$ cat config.mk
export PLATFORM = sky130hd
export DESIGN_NAME = alu_op_sequencer_flat
export DESIGN_NICKNAME = d
export VERILOG_FILES = /design/src/rtl/alu_pkg.sv /design/src/rtl/alu_op_sequencer_if.sv /design/src/rtl/alu_decode.sv /design/src/rtl/alu_op_sequencer.sv /design/src/flat_wrapper.sv
export SDC_FILE = /design/constraint.sdc
export NUM_CORES = 1
export LEC_CHECK = 0
export BUFFER_PORTS_ARGS = -buffer_cell sky130_fd_sc_hd__buf_2
export CAP_MARGIN = 20
export CORE_MARGIN = 1
export CORE_UTILIZATION = 40
export DETAILED_ROUTE_END_ITERATION = 7
export PLACE_DENSITY = 0.71
export SYNTH_ARGS = -nofsm -noshare
export SYNTH_HDL_FRONTEND = slang
export SYNTH_SLANG_ARGS = --single-unit
$ cat constraint.sdc
create_clock -name clk_i -period 2.4 [get_ports clk_i]
set_clock_uncertainty 0.15 [all_clocks]
set_input_delay 0.36 -clock clk_i [delete_from_list [all_inputs] [get_ports clk_i]]
set_output_delay 0.36 -clock clk_i [all_outputs]
set_load 0.005 [all_outputs]
$ cat src/rtl/alu_pkg.sv
// Shared encodings for the ALU operation sequencer: ALU/MDU control codes,
// ALUOp classes, sequencer FSM states and the R-type funct lookup table.
package alu_pkg;

    localparam int ALU_CTRL_W = 4;
    localparam int FUNCT_W    = 10;
    localparam int CNT_W      = 7;

    typedef enum logic [ALU_CTRL_W-1:0] {
        ALU_AND  = 4'b0000,
        ALU_XOR  = 4'b0001,
        ALU_SLL  = 4'b0010,
        ALU_ADD  = 4'b0011,
        ALU_SUB  = 4'b0100,
        ALU_MUL  = 4'b0101,
        ALU_ADDI = 4'b0110,
        ALU_SRAI = 4'b0111,
        ALU_OR   = 4'b1000,
        ALU_SRL  = 4'b1001,
        ALU_SRA  = 4'b1010,
        ALU_SLT  = 4'b1011,
        ALU_MULH = 4'b1100,
        ALU_DIV  = 4'b1101,
        ALU_REM  = 4'b1110,
        ALU_NOP  = 4'b1111
    } alu_ctrl_e;

    typedef enum logic [1:0] {
        ALUOP_MEM    = 2'b00,
        ALUOP_BRANCH = 2'b01,
        ALUOP_RTYPE  = 2'b10,
        ALUOP_RSVD   = 2'b11
    } alu_op_e;

    typedef enum logic [1:0] {
        ST_IDLE = 2'd0,
        ST_BUSY = 2'd1,
        ST_DONE = 2'd2
    } seq_state_e;

    // R-type {funct7, funct3} table; both tables share the same entry order.
    localparam int R_TBL_N = 13;

    localparam logic [R_TBL_N-1:0][FUNCT_W-1:0] R_FUNCT_TBL = {
        10'b0000000_111, 10'b0000000_100, 10'b0000000_001, 10'b0000000_000,
        10'b0100000_000, 10'b0000001_000, 10'b0000000_110, 10'b0000000_101,
        10'b0100000_101, 10'b0000000_010, 10'b0000001_001, 10'b0000001_100,
        10'b0000001_110
    };

    localparam logic [R_TBL_N-1:0][ALU_CTRL_W-1:0] R_CODE_TBL = {
        ALU_AND,  ALU_XOR,  ALU_SLL,  ALU_ADD,
        ALU_SUB,  ALU_MUL,  ALU_OR,   ALU_SRL,
        ALU_SRA,  ALU_SLT,  ALU_MULH, ALU_DIV,
        ALU_REM
    };

endpackage

$ cat src/rtl/alu_op_sequencer_if.sv
// EX-stage instruction/control bundle between the pipeline and the sequencer.
interface alu_op_sequencer_if;
    import alu_pkg::*;

    logic                  valid_i;
    logic [FUNCT_W-1:0]    funct_i;
    logic [1:0]            ALUOp_i;
    logic                  flush_i;
    logic [ALU_CTRL_W-1:0] ALUCtrl_o;
    logic                  stall_o;
    logic                  mdu_start_o;
    logic                  mdu_done_o;
    logic                  illegal_o;

    modport master (
        output valid_i, funct_i, ALUOp_i, flush_i,
        input  ALUCtrl_o, stall_o, mdu_start_o, mdu_done_o, illegal_o
    );

    modport slave (
        input  valid_i, funct_i, ALUOp_i, flush_i,
        output ALUCtrl_o, stall_o, mdu_start_o, mdu_done_o, illegal_o
    );
endinterface

$ cat src/rtl/alu_decode.sv
// Purely combinational funct/ALUOp decode into an ALU/MDU control code,
// plus multi-cycle and divider classification.
module alu_decode
    import alu_pkg::*;
(
    input  logic [FUNCT_W-1:0] funct_i,
    input  logic [1:0]         ALUOp_i,
    output alu_ctrl_e          code,
    output logic               is_multi,
    output logic               is_div,
    output logic               illegal
);

    logic [R_TBL_N-1:0]    r_hit;
    logic [ALU_CTRL_W-1:0] r_code;

    genvar gi;
    generate
        for (gi = 0; gi < R_TBL_N; gi++) begin : g_rmatch
            assign r_hit[gi] = (funct_i == R_FUNCT_TBL[gi]);
        end
    endgenerate

    // Table entries are unique, so at most one hit contributes to the OR.
    always_comb begin
        r_code = '0;
        for (int i = 0; i < R_TBL_N; i++) begin
            if (r_hit[i]) begin
                r_code = r_code | R_CODE_TBL[i];
            end
        end
    end

    always_comb begin
        code    = ALU_NOP;
        illegal = 1'b1;
        case (ALUOp_i)
            ALUOP_MEM: begin
                case (funct_i[2:0])
                    3'b000:  begin code = ALU_ADDI; illegal = 1'b0; end
                    3'b101:  begin code = ALU_SRAI; illegal = 1'b0; end
                    3'b010:  begin code = ALU_ADD;  illegal = 1'b0; end
                    default: begin code = ALU_NOP;  illegal = 1'b1; end
                endcase
            end
            ALUOP_BRANCH: begin
                code    = ALU_SUB;
                illegal = 1'b0;
            end
            ALUOP_RTYPE: begin
                if (|r_hit) begin
                    code    = alu_ctrl_e'(r_code);
                    illegal = 1'b0;
                end
            end
            default: begin
                code    = ALU_NOP;
                illegal = 1'b1;
            end
        endcase
    end

    assign is_multi = code inside {ALU_MUL, ALU_MULH, ALU_DIV, ALU_REM};
    assign is_div   = code inside {ALU_DIV, ALU_REM};

endmodule

$ cat src/rtl/alu_op_sequencer.sv
// EX-stage ALU control with a multi-cycle MDU sequencer: launches MUL/DIV
// class ops, stalls the front of the pipe for a fixed latency, pulses done.
module alu_op_sequencer
    import alu_pkg::*;
#(
    parameter int MUL_LAT = 4,
    parameter int DIV_LAT = 33
) (
    input  logic               clk_i,
    input  logic               rst_i,
    alu_op_sequencer_if.slave  bus
);

    localparam logic [CNT_W-1:0] MUL_LOAD = CNT_W'(MUL_LAT - 1);
    localparam logic [CNT_W-1:0] DIV_LOAD = CNT_W'(DIV_LAT - 1);

    alu_ctrl_e  dec_code;
    logic       dec_is_multi;
    logic       dec_is_div;
    logic       dec_illegal;

    seq_state_e       state_reg;
    logic [CNT_W-1:0] cnt_reg;
    alu_ctrl_e        code_reg;

    logic             in_idle;
    logic             accept;
    logic             pass_decode;
    logic [CNT_W-1:0] lat_load;

    alu_decode u_decode (
        .funct_i  (bus.funct_i),
        .ALUOp_i  (bus.ALUOp_i),
        .code     (dec_code),
        .is_multi (dec_is_multi),
        .is_div   (dec_is_div),
        .illegal  (dec_illegal)
    );

    assign in_idle  = (state_reg == ST_IDLE);
    assign accept   = in_idle && bus.valid_i && !bus.flush_i && dec_is_multi;
    assign lat_load = dec_is_div ? DIV_LOAD : MUL_LOAD;

    // cnt holds remaining BUSY cycles; the cycle seeing cnt==1 is the last stall.
    always_ff @(posedge clk_i) begin
        if (!rst_i) begin
            state_reg <= ST_IDLE;
            cnt_reg   <= '0;
            code_reg  <= ALU_NOP;
        end else begin
            case (state_reg)
                ST_IDLE: begin
                    if (accept) begin
                        state_reg <= ST_BUSY;
                        cnt_reg   <= lat_load;
                        code_reg  <= dec_code;
                    end
                end
                ST_BUSY: begin
                    if (bus.flush_i) begin
                        state_reg <= ST_IDLE;
                        cnt_reg   <= '0;
                    end else begin
                        cnt_reg <= cnt_reg - CNT_W'(1);
                        if (cnt_reg == CNT_W'(1)) begin
                            state_reg <= ST_DONE;
                        end
                    end
                end
                ST_DONE: begin
                    state_reg <= ST_IDLE;
                    cnt_reg   <= '0;
                end
                default: begin
                    state_reg <= ST_IDLE;
                    cnt_reg   <= '0;
                end
            endcase
        end
    end

    // While reset is held the decode stays visible but all handshakes are quiet.
    assign pass_decode     = in_idle || !rst_i;
    assign bus.ALUCtrl_o   = pass_decode ? dec_code : code_reg;
    assign bus.illegal_o   = pass_decode && bus.valid_i && dec_illegal;
    assign bus.mdu_start_o = rst_i && accept;
    assign bus.stall_o     = rst_i && (accept || ((state_reg == ST_BUSY) && !bus.flush_i));
    assign bus.mdu_done_o  = rst_i && (state_reg == ST_DONE) && !bus.flush_i;

endmodule

$ cat src/flat_wrapper.sv
// flat-port wrapper written by rule: the top's interface ports become plain ports
module alu_op_sequencer_flat import alu_pkg::*;
#(
    parameter int MUL_LAT = 4,
    parameter int DIV_LAT = 33
)
  (clk_i, rst_i, bus_valid_i, bus_funct_i, bus_ALUOp_i, bus_flush_i, bus_ALUCtrl_o, bus_stall_o, bus_mdu_start_o, bus_mdu_done_o, bus_illegal_o);
  alu_op_sequencer_if bus_i ();
  input  logic clk_i;
  input  logic rst_i;
  input wire logic [$bits(bus_i.valid_i)-1:0] bus_valid_i;
  input wire logic [$bits(bus_i.funct_i)-1:0] bus_funct_i;
  input wire logic [$bits(bus_i.ALUOp_i)-1:0] bus_ALUOp_i;
  input wire logic [$bits(bus_i.flush_i)-1:0] bus_flush_i;
  output wire logic [$bits(bus_i.ALUCtrl_o)-1:0] bus_ALUCtrl_o;
  output wire logic [$bits(bus_i.stall_o)-1:0] bus_stall_o;
  output wire logic [$bits(bus_i.mdu_start_o)-1:0] bus_mdu_start_o;
  output wire logic [$bits(bus_i.mdu_done_o)-1:0] bus_mdu_done_o;
  output wire logic [$bits(bus_i.illegal_o)-1:0] bus_illegal_o;
  assign bus_i.valid_i = bus_valid_i;
  assign bus_i.funct_i = bus_funct_i;
  assign bus_i.ALUOp_i = bus_ALUOp_i;
  assign bus_i.flush_i = bus_flush_i;
  assign bus_ALUCtrl_o = bus_i.ALUCtrl_o;
  assign bus_stall_o = bus_i.stall_o;
  assign bus_mdu_start_o = bus_i.mdu_start_o;
  assign bus_mdu_done_o = bus_i.mdu_done_o;
  assign bus_illegal_o = bus_i.illegal_o;
  alu_op_sequencer #(.MUL_LAT(MUL_LAT), .DIV_LAT(DIV_LAT)) u_core (.clk_i(clk_i), .rst_i(rst_i), .bus(bus_i));
endmodule
==> metrics.yaml <==
run_status:
  failed_checks: "negative setup slack"
  status: "finished with violations"
setup_path:
  critPathMaxFanout: 4
  required_ns: 1.89
  rrSetupSlack_ns: 0.61
  crit_type: "input pin to output port"
  startpoint_type: "input pin"
  path_cells: "buf_6, or4_4, nor2_4, o31a_4, a31oi_4, a221oi_4, nand2_4, a21oi_2, buf_2"
  cpMaxStageDelayCell: "or4_4"
  critPathCaptureType: "output port"
  crit_path_max_incr_delay_ns: 0.54
  arrival_ns: 2.09
power_and_ir_drop:
  ir_drop_mv: 0.363
  leakage_uw: 0.000684
  power_density_mw_per_mm2: 368
global_route:
  antenna_found_initial: 0
  grt_max_degree: 16
  overflow: 0
  grt_pass1_wl_um: 5760
  grt_pass1_vias: 1374
  track_usage: 0.219
clock_tree:
  numCtsBuffers: 3
  clkTransAtPathRegs_ns: 0.07
  clk_path_buf_depth: 2
  cts.sinks: 13
  cts-root-buf: "clkbuf_4"
  clk_latency_ns: 0.28
  cts_tree: "done"
  hold_buffers: 0
  cts.htree.levels: 1
floorplanning:
  die_area_sq_mm: 0.00316
  die_w_um: 56.2
  floorplan.rows: 19
  coreArea_sq_mm: 0.00276
  ios: 24
  initial_core_util: 0.426
  die_h_um: 56.2
placed_design:
  dp_hpwl_um: 2510
  placedCellCount: 219
  gp_congestion: 0.930
  placed_area_sq_mm: 0.00147
  port_buffers: 23
route:
  drt-vias-per-instance: 5.89
  drtPass1Iterations: 4
  drc: 0
  ant_nets: 0
  wl_um: 3400
  routedWlPerCell_um: 15.0
  vias: 1337
  drt-initial-drc-count: 56
synth:
  synthArstFlopShare: 0
  syn_nets: 169
  synth_ff_type: "dfxtp_1"
  synth-edff-count: 0
  synth_cell_types: 56
  syn_avg_cell_area_sq_um: 7.78
  yosysWarnings: 0
  synth-seq-cells: 13
  syn_area_sq_mm: 0.00117
  syn_inst: 151
  ys_seq_area_frac: 0.222
timing:
  finalHoldViolCount: 0
  setup_violations: 5
  worst_pin_slew_ns: 0.506
  layout_setup_ws_ns: -0.196
  max-slew-margin-rel: 0.659
  layout_min_cycle_time_ns: 2.60
  clock.fmax_ghz: 0.385
  rsz0062_at_grt: "true"
  period_share: 1.08
  hold_slack_ns: 0.224
  maxSlewViolCount: 0
finish:
  largest_register_ff_count: 7
  drive_above_1_share: 0.372
  stdcell_count: 227
  area_delta_synth_final_pct: 35.7
  stdcell_area_sq_mm: 0.00159
  antennaDiodeCount: 0
  finalNetCount: 215
  fillerInstances: 249
  multiInputGateArea_sq_um: 890
  ff_latch_area_sq_um: 260
worst_hold_path:
  worstHoldPathType: "input pin to flop"
job:
  max_cap_violations: 0
==> placed cells by master (no fill, tap or decap), drive strengths merged, types with 4 or more instances in the layout <==
| cell | n |
|---|---|
| buf | 50 |
| nor2b | 6 |
| nand2 | 12 |
| nor2 | 14 |
| dfxtp | 13 |
| a21oi | 10 |
| nand3 | 8 |
| inv | 10 |
| o21ai | 4 |
==> repair_timing <==
action / CTS / global route
buffers inserted: 4 / 1
gates resized for setup: 6 / 8
pin swaps: 2 / 5
endpoints found under the setup margin: 4 / 9
==> routing by layer <==
layer	track usage	vias up	part of all wire
met5	0	-	0
met4	0.115	0	0.024
met3	0.0140	12	0.046
met2	0.391	56	0.51
met1	0.262	612	0.42
li1	-	657	-
==> kinds of logic (layout without fill, tap and decap cells) <==
group / count (synthesis) / after routing / synth area share
AND/OR/NAND/NOR: 65 / 65 / 0.308
AO/OA/AOI/OAI: 48 / 48 / 0.348
buffers and inverters: 19 / 64 / 0.0660
flip-flops: 13 / 13 / 0.222
multiplexers: 3 / 3 / 0.0277
adder cells (fa/ha/maj): 2 / 2 / 0.0213
XOR/XNOR: 1 / 1 / 0.00746
==> final cells by class <==
cell class	instances	area share
multi-input cells	119	0.558
repair buffers	50	0.214
flip-flops and latches	13	0.163
well taps	31	0.0243
inverters	10	0.0235
clock buffers	3	0.0141
clock inverters	1	0.00314
==> Yosys cell counts (4+ instances only) <==
master     n  area (sq um)
nand2_1   11          41.3
dfxtp_1   13           260
clkbuf_1   4          15.0
nor2b_1    6          37.5
a21oi_1    9          45.0
nor2_1    13          48.8
nand3_1    8          40.0
buf_2      5          25.0
inv_1     10          37.5
==> final timing paths <==
check	depth (start not counted)	to	from
min	2	u_core.code_reg[2]	rst_i
max	9	bus_stall_o	bus_funct_i[5]
max reg2reg	6	u_core.code_reg[1]	u_core.state_reg[0]
min reg2reg	1	u_core.code_reg[2]	u_core.code_reg[2]
==> worst max-delay path: cells and delay by family <==
family	cells	cell delay, ns
compound gates	4	0.77
buf+inv	2	0.21
simple gates	3	0.74
==> power breakdown <==
group / total, uW / internal (uW) / switching (uW)
clock network: 138 / 61.9 / 75.8
logic: 217 / 102 / 116
registers: 232 / 225 / 7.43
==> metrics by stage <==
| step | total power (uW) | TNS (ns) | setup WS (ns) | util |
|---|---|---|---|---|
| global placement | 425 | -1.13 | -0.170 | 0.531 |
| floorplan | 357 | -0.191 | -0.0996 | - |
| CTS | 576 | -0.533 | -0.198 | 0.560 |
| detailed placement | 433 | -1.63 | -0.215 | 0.531 |
| global route | 620 | -1.07 | -0.287 | 0.578 |
| finish | 587 | -0.625 | -0.196 | 0.578 |
Note: power is estimated with default switching activity, not from simulation.
